## config.mk

```make
export PLATFORM = sky130hd
export DESIGN_NAME = clock_set_ctrl
export DESIGN_NICKNAME = d
export VERILOG_FILES = /design/src/rtl/clock_pkg.sv /design/src/rtl/key_repeat.sv /design/src/rtl/clock_set_ctrl.sv
export SDC_FILE = /design/constraint.sdc
export NUM_CORES = 1
export LEC_CHECK = 0
export ABC_AREA = 0
export CORE_MARGIN = 5
export CORE_UTILIZATION = 56
export DETAILED_ROUTE_END_ITERATION = 10
export PLACE_DENSITY_LB_ADDON = 0.12
export SETUP_SLACK_MARGIN = 0.1
export SLEW_MARGIN = 20
export SYNTH_ARGS = -nofsm -noshare
export SYNTH_HDL_FRONTEND = slang
export SYNTH_SLANG_ARGS = --single-unit
```

## constraint.sdc

```tcl
create_clock -name clk -period 2.6 [get_ports clk]
set_clock_uncertainty 0.15 [all_clocks]
set_input_delay 0.39 -clock clk [delete_from_list [all_inputs] [get_ports clk]]
set_output_delay 0.39 -clock clk [all_outputs]
set_load 0.01 [all_outputs]
```

## src/rtl/clock_pkg.sv

```systemverilog
// Shared encodings for the digital-clock set controller.
// Field-select states and display blank-mask bit positions.
package clock_pkg;

    typedef enum logic [1:0] {
        ST_RUN      = 2'd0,
        ST_SET_HOUR = 2'd1,
        ST_SET_MIN  = 2'd2,
        ST_SET_SEC  = 2'd3
    } st_t;

    localparam int BLK_HOUR = 2;
    localparam int BLK_MIN  = 1;
    localparam int BLK_SEC  = 0;

endpackage

```

## src/rtl/key_repeat.sv

```systemverilog
// Increment-key edge detect with long-press auto-repeat.
// Emits one strobe per press and per repeat interval while held.
module key_repeat
    import clock_pkg::*;
#(
    parameter int LONG_PRESS    = 8,
    parameter int REPEAT_PERIOD = 2
) (
    input  logic clk,
    input  logic rst,
    input  logic tick,
    input  logic key,
    input  logic en,
    input  logic clr,
    output logic rise,
    output logic strobe
);

    localparam int LW = $clog2(LONG_PRESS + 1);
    localparam int RW = $clog2(REPEAT_PERIOD + 1);

    logic          key_d;
    logic          inh;
    logic [LW-1:0] cnt;
    logic [RW-1:0] rep;
    logic          run;
    logic          hit_long;
    logic          hit_rep;

    assign rise     = key & ~key_d;
    assign run      = key & ~inh & en & ~clr;
    assign hit_long = tick && (cnt == LW'(LONG_PRESS - 1));
    assign hit_rep  = tick && (cnt == LW'(LONG_PRESS))
                      && (rep == RW'(REPEAT_PERIOD - 1));
    assign strobe   = en & ~clr & (rise | (run & (hit_long | hit_rep)));

    always_ff @(posedge clk or posedge rst) begin
        if (rst) begin
            key_d <= 1'b0;
            inh   <= 1'b0;
            cnt   <= '0;
            rep   <= '0;
        end else begin
            key_d <= key;
            // A held key that sees a mode change stays dead until re-pressed
            if (!key)
                inh <= 1'b0;
            else if (clr)
                inh <= 1'b1;
            if (!run) begin
                cnt <= '0;
                rep <= '0;
            end else if (tick) begin
                if (cnt != LW'(LONG_PRESS))
                    cnt <= cnt + 1'b1;
                else if (rep == RW'(REPEAT_PERIOD - 1))
                    rep <= '0;
                else
                    rep <= rep + 1'b1;
            end
        end
    end

endmodule

```

## src/rtl/clock_set_ctrl.sv

```systemverilog
// Time-setting controller: mode FSM, idle timeout, blink mask and
// per-field increment strobes for the hour/minute/second counters.
module clock_set_ctrl
    import clock_pkg::*;
#(
    parameter int LONG_PRESS    = 8,
    parameter int REPEAT_PERIOD = 2,
    parameter int TIMEOUT       = 100,
    parameter int BLINK_HALF    = 5
) (
    input  logic       clk,
    input  logic       CLR_n,
    input  logic       tick_10hz,
    input  logic       key_mode,
    input  logic       key_inc,
    output logic       isSetting,
    output logic       sec_run,
    output logic [1:0] sel,
    output logic       inc_hour,
    output logic       inc_min,
    output logic       inc_sec,
    output logic [2:0] blank
);

    localparam int TW = $clog2(TIMEOUT + 1);
    localparam int BW = $clog2(BLINK_HALF + 1);

    st_t           state;
    st_t           state_nx;
    logic          mode_d;
    logic          mode_rise;
    logic          in_set;
    logic          to_hit;
    logic          chg;
    logic          inc_rise;
    logic          fire;
    logic [TW-1:0] to_cnt;
    logic [BW-1:0] bl_cnt;
    logic          blink_phase;

    assign in_set    = (state != ST_RUN);
    assign mode_rise = key_mode & ~mode_d;
    assign to_hit    = in_set && (to_cnt == TW'(TIMEOUT));
    assign chg       = (state_nx != state);

    key_repeat #(
        .LONG_PRESS   (LONG_PRESS),
        .REPEAT_PERIOD(REPEAT_PERIOD)
    ) u_rep (
        .clk   (clk),
        .rst   (CLR_n),
        .tick  (tick_10hz),
        .key   (key_inc),
        .en    (in_set),
        .clr   (chg),
        .rise  (inc_rise),
        .strobe(fire)
    );

    always_comb begin
        state_nx = state;
        if (mode_rise) begin
            unique case (state)
                ST_RUN:      state_nx = ST_SET_HOUR;
                ST_SET_HOUR: state_nx = ST_SET_MIN;
                ST_SET_MIN:  state_nx = ST_SET_SEC;
                ST_SET_SEC:  state_nx = ST_RUN;
            endcase
        end else if (to_hit) begin
            state_nx = ST_RUN;
        end
    end

    always_ff @(posedge clk or posedge CLR_n) begin
        if (CLR_n) begin
            state       <= ST_RUN;
            mode_d      <= 1'b0;
            inc_hour    <= 1'b0;
            inc_min     <= 1'b0;
            inc_sec     <= 1'b0;
            to_cnt      <= '0;
            bl_cnt      <= '0;
            blink_phase <= 1'b0;
        end else begin
            state    <= state_nx;
            mode_d   <= key_mode;
            inc_hour <= fire && (state == ST_SET_HOUR);
            inc_min  <= fire && (state == ST_SET_MIN);
            inc_sec  <= fire && (state == ST_SET_SEC);
            if (!in_set || chg || mode_rise || inc_rise || fire)
                to_cnt <= '0;
            else if (tick_10hz && to_cnt != TW'(TIMEOUT))
                to_cnt <= to_cnt + 1'b1;
            // Keep the field visible while it is being stepped
            if (!in_set || chg || fire) begin
                bl_cnt      <= '0;
                blink_phase <= 1'b0;
            end else if (tick_10hz) begin
                if (bl_cnt == BW'(BLINK_HALF - 1)) begin
                    bl_cnt      <= '0;
                    blink_phase <= ~blink_phase;
                end else begin
                    bl_cnt <= bl_cnt + 1'b1;
                end
            end
        end
    end

    always_comb begin
        blank           = '0;
        blank[BLK_HOUR] = (state == ST_SET_HOUR) & blink_phase;
        blank[BLK_MIN]  = (state == ST_SET_MIN) & blink_phase;
        blank[BLK_SEC]  = (state == ST_SET_SEC) & blink_phase;
    end

    assign sel       = state;
    assign isSetting = in_set;
    assign sec_run   = (state != ST_SET_SEC);

endmodule

```

Word-level counts from Yosys, hierarchy flattened
Cells that the tools add are included.
{"block": "classes", "add_sub_neg": 4, "multipliers": 0, "n_div": 0, "n_lt_le_gt_ge": 0, "n_eq_ne": 16, "shifts": 0, "n_mux": 20, "bitwise_logic": 18, "reduce_logical": 22}
{"cell": "7-bit two-way mux", "count": 2}
{"cell": "2-bit two-way mux", "count": 6}
{"cell": "4-bit two-way mux", "count": 3}
{"cell": "1-bit bitwise AND", "count": 11}
{"cell": "3-bit two-way mux", "count": 3}
{"cell": "1-bit logical AND", "count": 8}
{"cell": "2-bit inequality test (second input constant)", "count": 4}
{"cell": "2-bit one-hot mux with 4 select lines", "count": 1}
{"cell": "2-bit nonzero test", "count": 4}
{"cell": "7-bit by 1-bit adder with 7-bit output (second input constant)", "count": 1}
{"cell": "7-bit equality test (second input constant)", "count": 1}
{"cell": "7-bit inequality test (second input constant)", "count": 1}
{"cell": "2-bit AND reduction", "count": 3}
{"cell": "1-bit logical OR", "count": 5}
{"cell": "1-bit two-way mux", "count": 5}
{"cell": "1-bit NOT", "count": 5}
{"cell": "4-bit by 1-bit adder with 4-bit output (second input constant)", "count": 1}
{"cell": "2-bit by 1-bit equality test with 1-bit output (second input constant)", "count": 2}
{"cell": "2-bit equality test (second input constant)", "count": 2}
{"cell": "4-bit by 3-bit equality test with 1-bit output (second input constant)", "count": 1}
{"cell": "4-bit equality test (second input constant)", "count": 1}
{"cell": "4-bit inequality test (second input constant)", "count": 1}
{"cell": "3-bit by 1-bit adder with 3-bit output (second input constant)", "count": 1}
{"cell": "3-bit equality test (second input constant)", "count": 1}
{"cell": "other kinds (6)", "count": 7}
{"block": "word_totals", "register_bits": 25, "latchBits": 0, "mem_bits_rw": 0, "mem_bits_ro": 0, "in_bits": 5, "out_inout_bits": 10, "elab_cells": 92, "n_memories": 0}

Depth between registers and ports, before layout
Gate-level depths: netlist (run 1).
{"block": "logic_depth", "word_depth": 13, "mapped_depth": 8, "ltp_nobuf": 6}

By module
A second synthesis (run 1) with hierarchy kept.
{"block": "unflattened", "cells_unflattened": 144, "hier_area_um2": 1446.4}
{"mod": "clock_set_ctrl", "n_inst": 1, "cells_per_inst": 102, "area_per_inst_um2": 1017.2, "seq_area_each_um2": 425.4}
{"mod": "key_repeat", "n_inst": 1, "cells_per_inst": 42, "area_per_inst_um2": 429.2, "seq_area_each_um2": 200.2}

Worst setup path before layout (run 1)
No wires, ideal clock.
{"block": "synth_timing", "path_kind": "register to register", "start": "register state[0], in the netlist sel[0]", "end": "register u_rep.inh", "setup_time_ns": 0.124, "arrival_time_ns": 1.826, "required_time_ns": 2.326, "path_slack_ns": 0.500, "path_stages_with_launch": 8, "n_path_buf": 1, "period_less_slack_ns": 2.100, "cell_sequence": "dfrtp_1 -> inv_1 -> ha_1 -> xnor2_1 -> a21oi_1 -> o221a_1 -> buf_6 -> o31a_1"}
{"block": "synth_via", "elab_chain_cells": 6, "elab_cells_between_ends": 11, "classes_between": "5 x eq/ne; 3 x mux; 3 x reduce/logical"}
{"element": "start, declared", "line_no": "clock_set_ctrl.sv:28", "rtl": "st_t state;"}
{"element": "start signal, assigned", "line_no": "clock_set_ctrl.sv:85", "rtl": "state <= state_nx;"}
{"element": "parallel branches: the longest is 4 deep, another holds 2-bit one-hot mux with 4 select lines"}
{"element": "2-bit inequality test *", "line_no": "clock_set_ctrl.sv:44", "rtl": "assign chg = (state_nx != state);"}
{"element": "2-bit by 1-bit inequality test with 1-bit output (no line) *"}
{"element": "end signal, assigned", "line_no": "key_repeat.sv:40", "rtl": "inh <= 1'b0;"}
{"element": "end signal, assigned", "line_no": "key_repeat.sv:47", "rtl": "inh <= 1'b0;"}
{"element": "end signal, assigned", "line_no": "key_repeat.sv:49", "rtl": "inh <= 1'b1;"}
{"element": "end, declared", "line_no": "key_repeat.sv:23", "rtl": "logic inh;"}
Every way passes the cells marked *.
A chain may end at the register's enable or synchronous reset.

Worst setup path in the final report (run 1)
{"block": "layout_timing", "start": "register state[0], in the netlist sel[0]", "end": "output port blank[1]"}
{"block": "layout_via", "elab_chain_cells": 2}
{"element": "2-bit equality test", "line_no": "clock_set_ctrl.sv:112", "rtl": "blank[BLK_MIN] = (state == ST_SET_MIN) & blink_phase;"}
{"element": "1-bit bitwise AND", "line_no": "clock_set_ctrl.sv:112"}
{"element": "end, declared", "line_no": "clock_set_ctrl.sv:22", "rtl": "output logic [2:0] blank"}
Every way passes these cells.

==> results by stage, run 1 <==
Pwr:
- The total power density per cell area is 682.5 mW/mm^2.
- Of the total power, the share spent switching nets is 0.3769.
- The worst-case IR drop observed on VDD is 0.6662 mV.
- The share of total power dissipated in combinational logic is 0.455.
- The power dissipated by switching net loads is 0.4393 mW.
- The power consumption is 1.166 mW.
- The leakage power is 0.7290 nW.
- The share of total power dissipated in sequential elements is 0.398.
- Internal power comes to 0.7263 mW.
- The proportion of power drawn by the clock network is 0.147.

Synthesis:
- The mapped netlist covers 0.001490 mm^2.
- The fraction of the mapped netlist area in compound gates is 0.1033.
- The post-synthesis simple-gate area fraction is 0.2418.
- Of the post-synthesis cell area, the dominant cell type holds 0.4198.
- The synthesized flop and latch total is 25.
- The post-synthesis adder-cell area fraction is 0.09236.
- In this run the mean area of a mapped cell was 10.28 um^2.
- The synthesized netlist net count is 161.
- The number of distinct library cells after synthesis is 41.
- The count of yosys warnings during synthesis is 0.
- After synthesis, the largest family of logic cells by area is simple AND/OR/NAND/NOR gates.
- The synthesized-area fraction occupied by xor and xnor cells is 0.05290.
- The dominant cell type by area after synthesis is sky130_fd_sc_hd__dfrtp_1.
- The mux contribution to synthesized area is 0.03526.
- The cell count after synthesis is 145.
- The sequential area share after synthesis is 0.4198.
- Yosys attributes the largest share of cell area to sky130_fd_sc_hd__dfrtp_1 42%, sky130_fd_sc_hd__ha_1 9.2%, sky130_fd_sc_hd__nor3_1 4.7%.

Worst setup path:
- The critical path arrival is 1.78 ns.
- The worst setup path is launched from a register.
- The worst setup path is captured at an output port.
- The data required time at the worst endpoint is 2.06 ns.
- In this run the worst path has a maximum fanout of 4.
- The startpoint-to-endpoint class of the critical path is register to output port.

Clock network:
- The clock drives 25 sinks.
- The clock reaches the later pin of the worst-skew pair after 0.31 ns.
- The total setup buffers inserted after CTS is 0.
- The quantity of gates resized following cts is 0.
- The hold buffer count at CTS is 0.
- The number of buffers between clock root and the deepest sink is 2.
- Clock-pin slew was measured on the worst setup and hold paths at 0.13 ns.
- The number of clock buffers inserted by TritonCTS is 3.
- The H-tree depth is 1.
- TritonCTS built the clock tree.
- The CTS root buffer is sky130_fd_sc_hd__clkbuf_4.

Global routing:
- The maximum number of pins on one net before global-route repair is 26.
- The via count of the first global-routing pass was 1131.
- The aggregate global-route resource usage is 0.1750.
- The first global-routing pass estimated 4926 um of wire.
- The sum of overflow across all layers after global routing is 0.
- The initial antenna violation count is 0.

Route:
- The number of vias after detailed routing is 1128.
- The iteration-0 DRC count of the detailed router is 39.
- The iteration count of the initial detailed-routing pass is 4.
- The ratio of routed vias to standard cells is 5.845.
- The detail route stage leaves a number of antenna-violating nets equal to 0.
- The detailed-route DRC error count is 0.
- The detail-routed net length per standard cell is 14.70 um.
- The total routed wirelength is 2838 um.

Die:
- The floorplan step set the die height to 61.59 um.
- The top-level port count is 15.
- The width of the chip is 61.59 um.
- The initialized floorplan defines 18 standard-cell rows.
- The placeable core region is 0.002522 mm^2.
- The die footprint is 0.003793 mm^2.
- For this configuration, the core starts out at a cell density of 0.5908.

STA:
- Setup repair after global routing left no endpoint under its margin.
- The part of the cycle the worst path needs is 0.8911.
- The final-layout setup total negative slack is 0 ns.
- The headroom to the max-slew limit is 0.6549.
- At the pin with the least slew margin, the transition time is 0.5166 ns.
- The routed design could run at a clock period as short as 2.317 ns.
- The number of hold violations in the final report is 0.
- The number of setup violations in the final report is 0.
- The total count of max-transition violations in the final report is 0.
- Static timing analysis puts the maximum clock frequency at 0.4316 GHz.

Placement:
- The routability congestion estimate from global placement is 0.8121.
- The number of buffers inserted by port buffering is 14.
- The placed instance area is 0.001682 mm^2.
- Detailed placement ended at an HPWL of 2105 um.

Cells and area:
- The antenna diode instance count is 0.
- The area growth from synthesis to layout is 14.61%.
- In the final design database the tool counted 180 nets.
- The ratio of cells with drive above 1 in the final layout is 0.1043.
- The final non-filler cell area is 0.001708 mm^2.

Hold path:
- The tightest min-delay check is of the input pin to async pin type.

Flow run:
- The number of violations of the max-capacitance limit is 0.

Status:
- The flow ran to the end, and the final reports show no timing, DRC or antenna violations.
==> cell usage in the layout (no fill, tap or decap), types with 4 or more instances in the layout <==
master / synthesis / layout
sky130_fd_sc_hd__ha_1: 11 / 11
sky130_fd_sc_hd__buf_4: 0 / 4
sky130_fd_sc_hd__inv_1: 12 / 12
sky130_fd_sc_hd__nor3_1: 14 / 14
sky130_fd_sc_hd__and2_1: 4 / 4
sky130_fd_sc_hd__xnor2_1: 6 / 6
sky130_fd_sc_hd__clkdlybuf4s50_1: 0 / 14
sky130_fd_sc_hd__a21oi_1: 4 / 4
sky130_fd_sc_hd__dfrtp_1: 25 / 25
sky130_fd_sc_hd__nor2_1: 8 / 8
sky130_fd_sc_hd__nand2_1: 11 / 11
==> per-layer routing <==
layer / track usage / vias up / wire length (um)
met4: 0.05758 / 0 / 33
met3: 0.03983 / 4 / 102
li1: - / 548 / -
met2: 0.2810 / 23 / 1306
met5: 0 / - / 0
met1: 0.2338 / 553 / 1396
==> power groups by stage <==
stage | Combinational [mW] | Sequential [mW] | Clock, mW
after floorplan | 0.319 | 0.494 | 0
after global placement | 0.513 | 0.467 | 0
after detailed placement | 0.526 | 0.472 | 0
after CTS | 0.531 | 0.464 | 0.175
after global routing | 0.581 | 0.472 | 0.192
final | 0.531 | 0.463 | 0.172
==> metrics by stage <==
| stage | setup WS, ns | utilization | cells | hold slack, ns |
|---|---|---|---|---|
| 2_1_floorplan | 0.5002 | - | 145 | 0.2673 |
| 3_3_place_gp | 0.1885 | 0.6667 | 189 | 0.3587 |
| 3_5_place_dp | 0.1532 | 0.6667 | 189 | 0.3740 |
| 4_1_cts | 0.2707 | 0.6771 | 193 | 0.2653 |
| 5_1_grt | 0.1974 | 0.6771 | 193 | 0.3056 |
| 6_report | 0.2831 | 0.6771 | 193 | 0.2551 |
==> worst max-delay path, cell delays in order, from the launching register on <==
cell                              delay [ns]
sky130_fd_sc_hd__dfrtp_1                0.41
sky130_fd_sc_hd__inv_1                  0.13
sky130_fd_sc_hd__ha_1                   0.24
sky130_fd_sc_hd__and2_1                 0.15
sky130_fd_sc_hd__clkdlybuf4s50_1        0.54
==> flip-flops by register name, indices dropped and copies added, names as in the netlist <==
signal and cells:
inc_min 1, sel 2, mode_d 1, inc_sec 1, u_rep.rep 2, u_rep.key_d 1, blink_phase 1, u_rep.cnt 4
to_cnt 7, inc_hour 1, u_rep.inh 1, bl_cnt 3
==> layout make-up <==
| class | instances | area (um^2) |
|---|---|---|
| clock buffer | 4 | 26.28 |
| fill | 213 | 814.5 |
| inverter | 12 | 45.04 |
| multi-input combinational | 103 | 783.3 |
| sequential | 25 | 625.6 |
| tap | 30 | 37.54 |
| timing repair buffer | 19 | 190.2 |
==> cell usage after synthesis <==
| cell | instances |
|---|---|
| sky130_fd_sc_hd__nor4_2 | 1 |
| sky130_fd_sc_hd__or3_1 | 1 |
| sky130_fd_sc_hd__inv_1 | 12 |
| sky130_fd_sc_hd__a2111oi_2 | 1 |
| sky130_fd_sc_hd__mux2i_1 | 3 |
| sky130_fd_sc_hd__a31oi_1 | 1 |
| sky130_fd_sc_hd__o31a_1 | 1 |
| sky130_fd_sc_hd__nand2b_1 | 1 |
| sky130_fd_sc_hd__nand2_1 | 11 |
| sky130_fd_sc_hd__o21ai_0 | 3 |
| sky130_fd_sc_hd__and4bb_1 | 1 |
| sky130_fd_sc_hd__nor2_1 | 8 |
| sky130_fd_sc_hd__nand4_1 | 3 |
| sky130_fd_sc_hd__a31o_2 | 1 |
| sky130_fd_sc_hd__o311a_1 | 1 |
| sky130_fd_sc_hd__and2_1 | 4 |
| sky130_fd_sc_hd__nor2b_1 | 1 |
| sky130_fd_sc_hd__dfrtp_1 | 25 |
| sky130_fd_sc_hd__nor3_4 | 1 |
| sky130_fd_sc_hd__buf_6 | 2 |
| sky130_fd_sc_hd__a311oi_1 | 1 |
| sky130_fd_sc_hd__xnor2_1 | 6 |
| sky130_fd_sc_hd__nand3b_1 | 2 |
| sky130_fd_sc_hd__a21oi_1 | 4 |
| sky130_fd_sc_hd__buf_2 | 1 |
| sky130_fd_sc_hd__o221a_1 | 1 |
| sky130_fd_sc_hd__nand3_1 | 2 |
| sky130_fd_sc_hd__ha_1 | 11 |
| sky130_fd_sc_hd__nand4b_1 | 3 |
| sky130_fd_sc_hd__xor2_1 | 3 |
| sky130_fd_sc_hd__and3_1 | 1 |
| sky130_fd_sc_hd__a41oi_2 | 1 |
| sky130_fd_sc_hd__clkbuf_1 | 1 |
| sky130_fd_sc_hd__o21ai_2 | 1 |
| sky130_fd_sc_hd__and4b_1 | 3 |
| sky130_fd_sc_hd__nand4bb_4 | 1 |
| sky130_fd_sc_hd__o31ai_1 | 2 |
| sky130_fd_sc_hd__o21ai_1 | 2 |
| sky130_fd_sc_hd__clkbuf_2 | 1 |
| sky130_fd_sc_hd__mux2_2 | 2 |
| sky130_fd_sc_hd__nor3_1 | 14 |
==> path summary, 6_finish.rpt <==
path,from,to,slack [ns],depth (start not counted)
setup reg to reg,sel[1],u_rep.inh,0.40,7
min in group clk,key_mode,mode_d,0.40,1
setup / recovery,sel[0],blank[1],0.28,4
hold / removal,CLR_n,u_rep.cnt[3],0.26,3
hold reg to reg,u_rep.inh,u_rep.inh,0.40,1
max in group asynchronous,CLR_n,bl_cnt[0],1.81,3
==> cell families (layout without fill, tap and decap cells) <==
kind of cell / count (synthesis) / count (layout)
XOR/XNOR: 9 / 9
adder cells (fa/ha/maj): 11 / 11
AO/OA/AOI/OAI: 20 / 20
buffers and inverters: 17 / 35
multiplexers: 5 / 5
AND/OR/NAND/NOR: 58 / 58
flip-flops: 25 / 25
No activity file was read; power rests on OpenSTA's default activity.
==> inputs of run 2 (changes only) <==
- GPL_ROUTABILITY_DRIVEN: not set -> 0
- SLEW_MARGIN: 20 -> not set
==> results of run 2 <==
No change in the layout: final DEF, timing and power equal those of run 1.
==> inputs of run 3 (changes only) <==
==> constraint.sdc (replaced) <==
create_clock -name clk -period 2.6 [get_ports clk]
set_clock_uncertainty 0.15 [all_clocks]
set_input_delay 0.26 -clock clk [delete_from_list [all_inputs] [get_ports clk]]
set_output_delay 0.26 -clock clk [all_outputs]
set_load 0.01 [all_outputs]
==> run 3 against run 2 <==
Net effect:
- clock-buffer cell count down 1
- sequential cell count unchanged
- clock power up 8%
- sequential power up 3%
- wire length up 1.7%
- highest routed layer unchanged
==> results by stage, run 3 (synthesized netlist as in run 1, its figures left out) <==
Status:
- Result of the run: complete, no violations (unchanged).

Placement:
- The number of buffers inserted by port buffering is 14 (unchanged).
- The half-perimeter wire length after detailed placement is 2157 um (was 2105 um).
- The placed instance area is 0.001654 mm^2 (was 0.001682 mm^2).

Route:
- The detail-routed net length per standard cell is 15.10 um (was 14.70 um).
- The count of nets left with antenna violations after detail routing is 0 (unchanged).
- The total routed wirelength came to 2885 um (was 2838 um).
- The iteration-0 DRC count of the detailed router was 36 (was 39).
- The number of vias after detailed routing is 1114 (was 1128).
- The ratio of routed vias to standard cells is 5.832 (was 5.845).
- The iteration count of the initial detailed-routing pass was 4 (unchanged).
- The detailed-route DRC error count came to 0 (unchanged).

Die:
- The placeable core region was 0.002522 mm^2 (unchanged).
- The die footprint is 0.003793 mm^2 (unchanged).
- The top-level port count is 15 (unchanged).
- The die extent in y is 61.59 um (unchanged).
- The row count is 18 (unchanged).
- The width of the chip is 61.59 um (unchanged).
- The starting density of the core is 0.5908 (unchanged).

Global routing:
- The sum of overflow across all layers after global routing was 0 (unchanged).
- The first-pass GRT wire length came to 4871 um (was 4926 um).
- The maximum number of pins on one net before global-route repair is 26 (unchanged).
- The aggregate global-route resource usage was 0.1749 (was 0.1750).
- The via count of the first global-routing pass is 1093 (was 1131).
- The initial antenna violation count was 0 (unchanged).

Cells and area:
- The top register by number of flip-flops is to_cnt (unchanged).
- The layout overhead on the synthesized area is 13.01% (was 14.61%).
- Commonest cells after routing, fill and taps aside: 25 x sky130_fd_sc_hd__dfrtp_1, 14 x sky130_fd_sc_hd__nor3_1, 14 x sky130_fd_sc_hd__clkdlybuf4s50_1 (unchanged).
- The leading cell type in the layout, fill and taps excluded was sky130_fd_sc_hd__dfrtp_1 (unchanged).
- The antenna diode instance count is 0 (unchanged).
- Largest regs: to_cnt: 7 flops, u_rep.cnt: 4 flops, bl_cnt: 3 flops (unchanged).
- The ratio of cells with drive above 1 in the final layout was 0.1056 (was 0.1043).
- The flip-flop count of the largest register, all copies and words added came to 7 (unchanged).
- The number of nets in the layout is 178 (was 180).
- The final non-filler cell area is 0.001684 mm^2 (was 0.001708 mm^2).

Clock network:
- The clock input transition at the sequential cells of the worst setup and hold paths is 0.15 ns (was 0.13 ns).
- The CTS root buffer is sky130_fd_sc_hd__clkbuf_4 (unchanged).
- The quantity of gates resized following cts is 0 (unchanged).
- The number of clock buffers inserted by TritonCTS was 3 (unchanged).
- The total setup buffers inserted after CTS is 0 (unchanged).
- The clock insertion delay at the later pin of the skew report is 0.32 ns (was 0.31 ns).
- The CTS tree is built (unchanged).
- The total number of clock tree sinks is 25 (unchanged).
- The H-tree depth is 1 (unchanged).
- The number of buffers between clock root and the deepest sink is 2 (unchanged).
- The hold buffer count at CTS is 0 (unchanged).

STA:
- The headroom to the max-slew limit is 0.6571 (was 0.6549).
- The number of setup violations in the final report is 0 (unchanged).
- Unrepaired setup endpoints after global routing: false (unchanged).
- The number of hold violations in the final report is 0 (unchanged).
- The transition at the pin with the smallest max-transition slack came to 0.5133 ns (was 0.5166 ns).
- The part of the cycle the worst path needs came to 0.8899 (was 0.8911).
- The final-layout setup total negative slack is 0 ns (unchanged).
- The final critical path time including I/O delays and setup is 2.314 ns (was 2.317 ns).
- The total count of max-transition violations in the final report is 0 (unchanged).
- The achievable clock frequency was 0.4322 GHz (was 0.4316 GHz).

Worst setup path:
- The origin of the critical flop-to-flop path was sel[1] (unchanged).
- The length in cells of the worst reg-to-reg path came to 6 (was 7).
- The worst setup slack for register-to-register paths is 0.34 ns (was 0.40 ns).
- The data required time at the worst endpoint is 2.19 ns (was 2.06 ns).
- The startpoint-to-endpoint class of the critical path is register to output port (unchanged).
- The critical path arrival was 1.90 ns (was 1.78 ns).
- The type of destination of the critical path is an output port (unchanged).
- The endpoint of the worst register-to-register path was u_rep.inh (unchanged).
- The kind of start point of the critical path is a register (unchanged).
- The peak fanout along the critical path is 8 (was 4).

Pwr:
- The peak ir drop on the vdd network is 0.5498 mV (was 0.6662 mV).
- The leakage power is 0.7156 nW (was 0.7290 nW).
- The total power density per cell area is 684.6 mW/mm^2 (was 682.5 mW/mm^2).

Hold path:
- The class of the worst hold path is input pin to async pin (unchanged).

Flow run:
- The number of violations of the max-capacitance limit is 0 (unchanged).
## run 3: cell count changes in the layout (fill, tap and decap cells not counted), sizes merged
| cell | before | now |
|---|---|---|
| clkinvlp | 0 | 1 |
| buf | 5 | 3 |
| clkbuf | 4 | 3 |
## run 3: metal layers
metal | GRT usage | part of all wire | wire, um | up-vias
li1 | - | - | - | 544
met1 | 0.2427 | 0.49 | 1401 | 549
met2 | 0.2780 | 0.47 | 1362 | 15
met3 | 0.02935 | 0.029 | 84 | 6
met4 | 0.05758 | 0.012 | 36 | 0
met5 | 0 | 0 | 0 | -
## run 3: worst max path at each step
stage | from | endpoint | slack, ns | cells past startpoint
2_1_floorplan | sel[0] | u_rep.inh | 0.50 | 7
3_3_place_gp | key_mode | inc_min | 0.21 | 4
3_5_place_dp | key_mode | inc_hour | 0.14 | 4
4_1_cts | sel[1] | inc_hour | 0.16 | 6
5_1_grt | sel[1] | isSetting | 0.21 | 4
6_report | sel[1] | isSetting | 0.29 | 4
## run 3: metrics by stage
step	std cells	hold slack [ns]	util	setup slack, ns	total power [mW]
after floorplan	145	0.1373	-	0.5002	0.8135
after global placement	187	0.3589	0.6558	0.2104	0.9542
after detailed placement	187	0.3676	0.6558	0.1376	0.9752
after CTS	191	0.1271	0.6677	0.1647	1.157
after global routing	191	0.1337	0.6677	0.2123	1.232
final	191	0.1141	0.6677	0.2863	1.153
## run 3: power by group
| part | switching [mW] | total (mW) | leakage, nW | internal, mW |
|---|---|---|---|---|
| logic | 0.276 | 0.490 | 0.363 | 0.214 |
| clock network | 0.126 | 0.185 | 0.0139 | 0.0588 |
| registers | 0.0456 | 0.479 | 0.338 | 0.433 |
| total | 0.447 | 1.15 | 0.716 | 0.706 |
## run 3: worst max-delay path: stages, from the launching register on
cell and delay, ns:
sky130_fd_sc_hd__dfrtp_1 0.55, sky130_fd_sc_hd__inv_1 0.15, sky130_fd_sc_hd__ha_1 0.28, sky130_fd_sc_hd__inv_1 0.08, sky130_fd_sc_hd__clkdlybuf4s50_1 0.53
## run 3: cell type report
class	instances	area, um^2
inverter	12	45.04
fill	204	838.3
timing repair buffer	17	162.7
tap	30	37.54
multi-input combinational	103	783.3
clock inverter	1	7.507
clock buffer	3	22.52
sequential	25	625.6
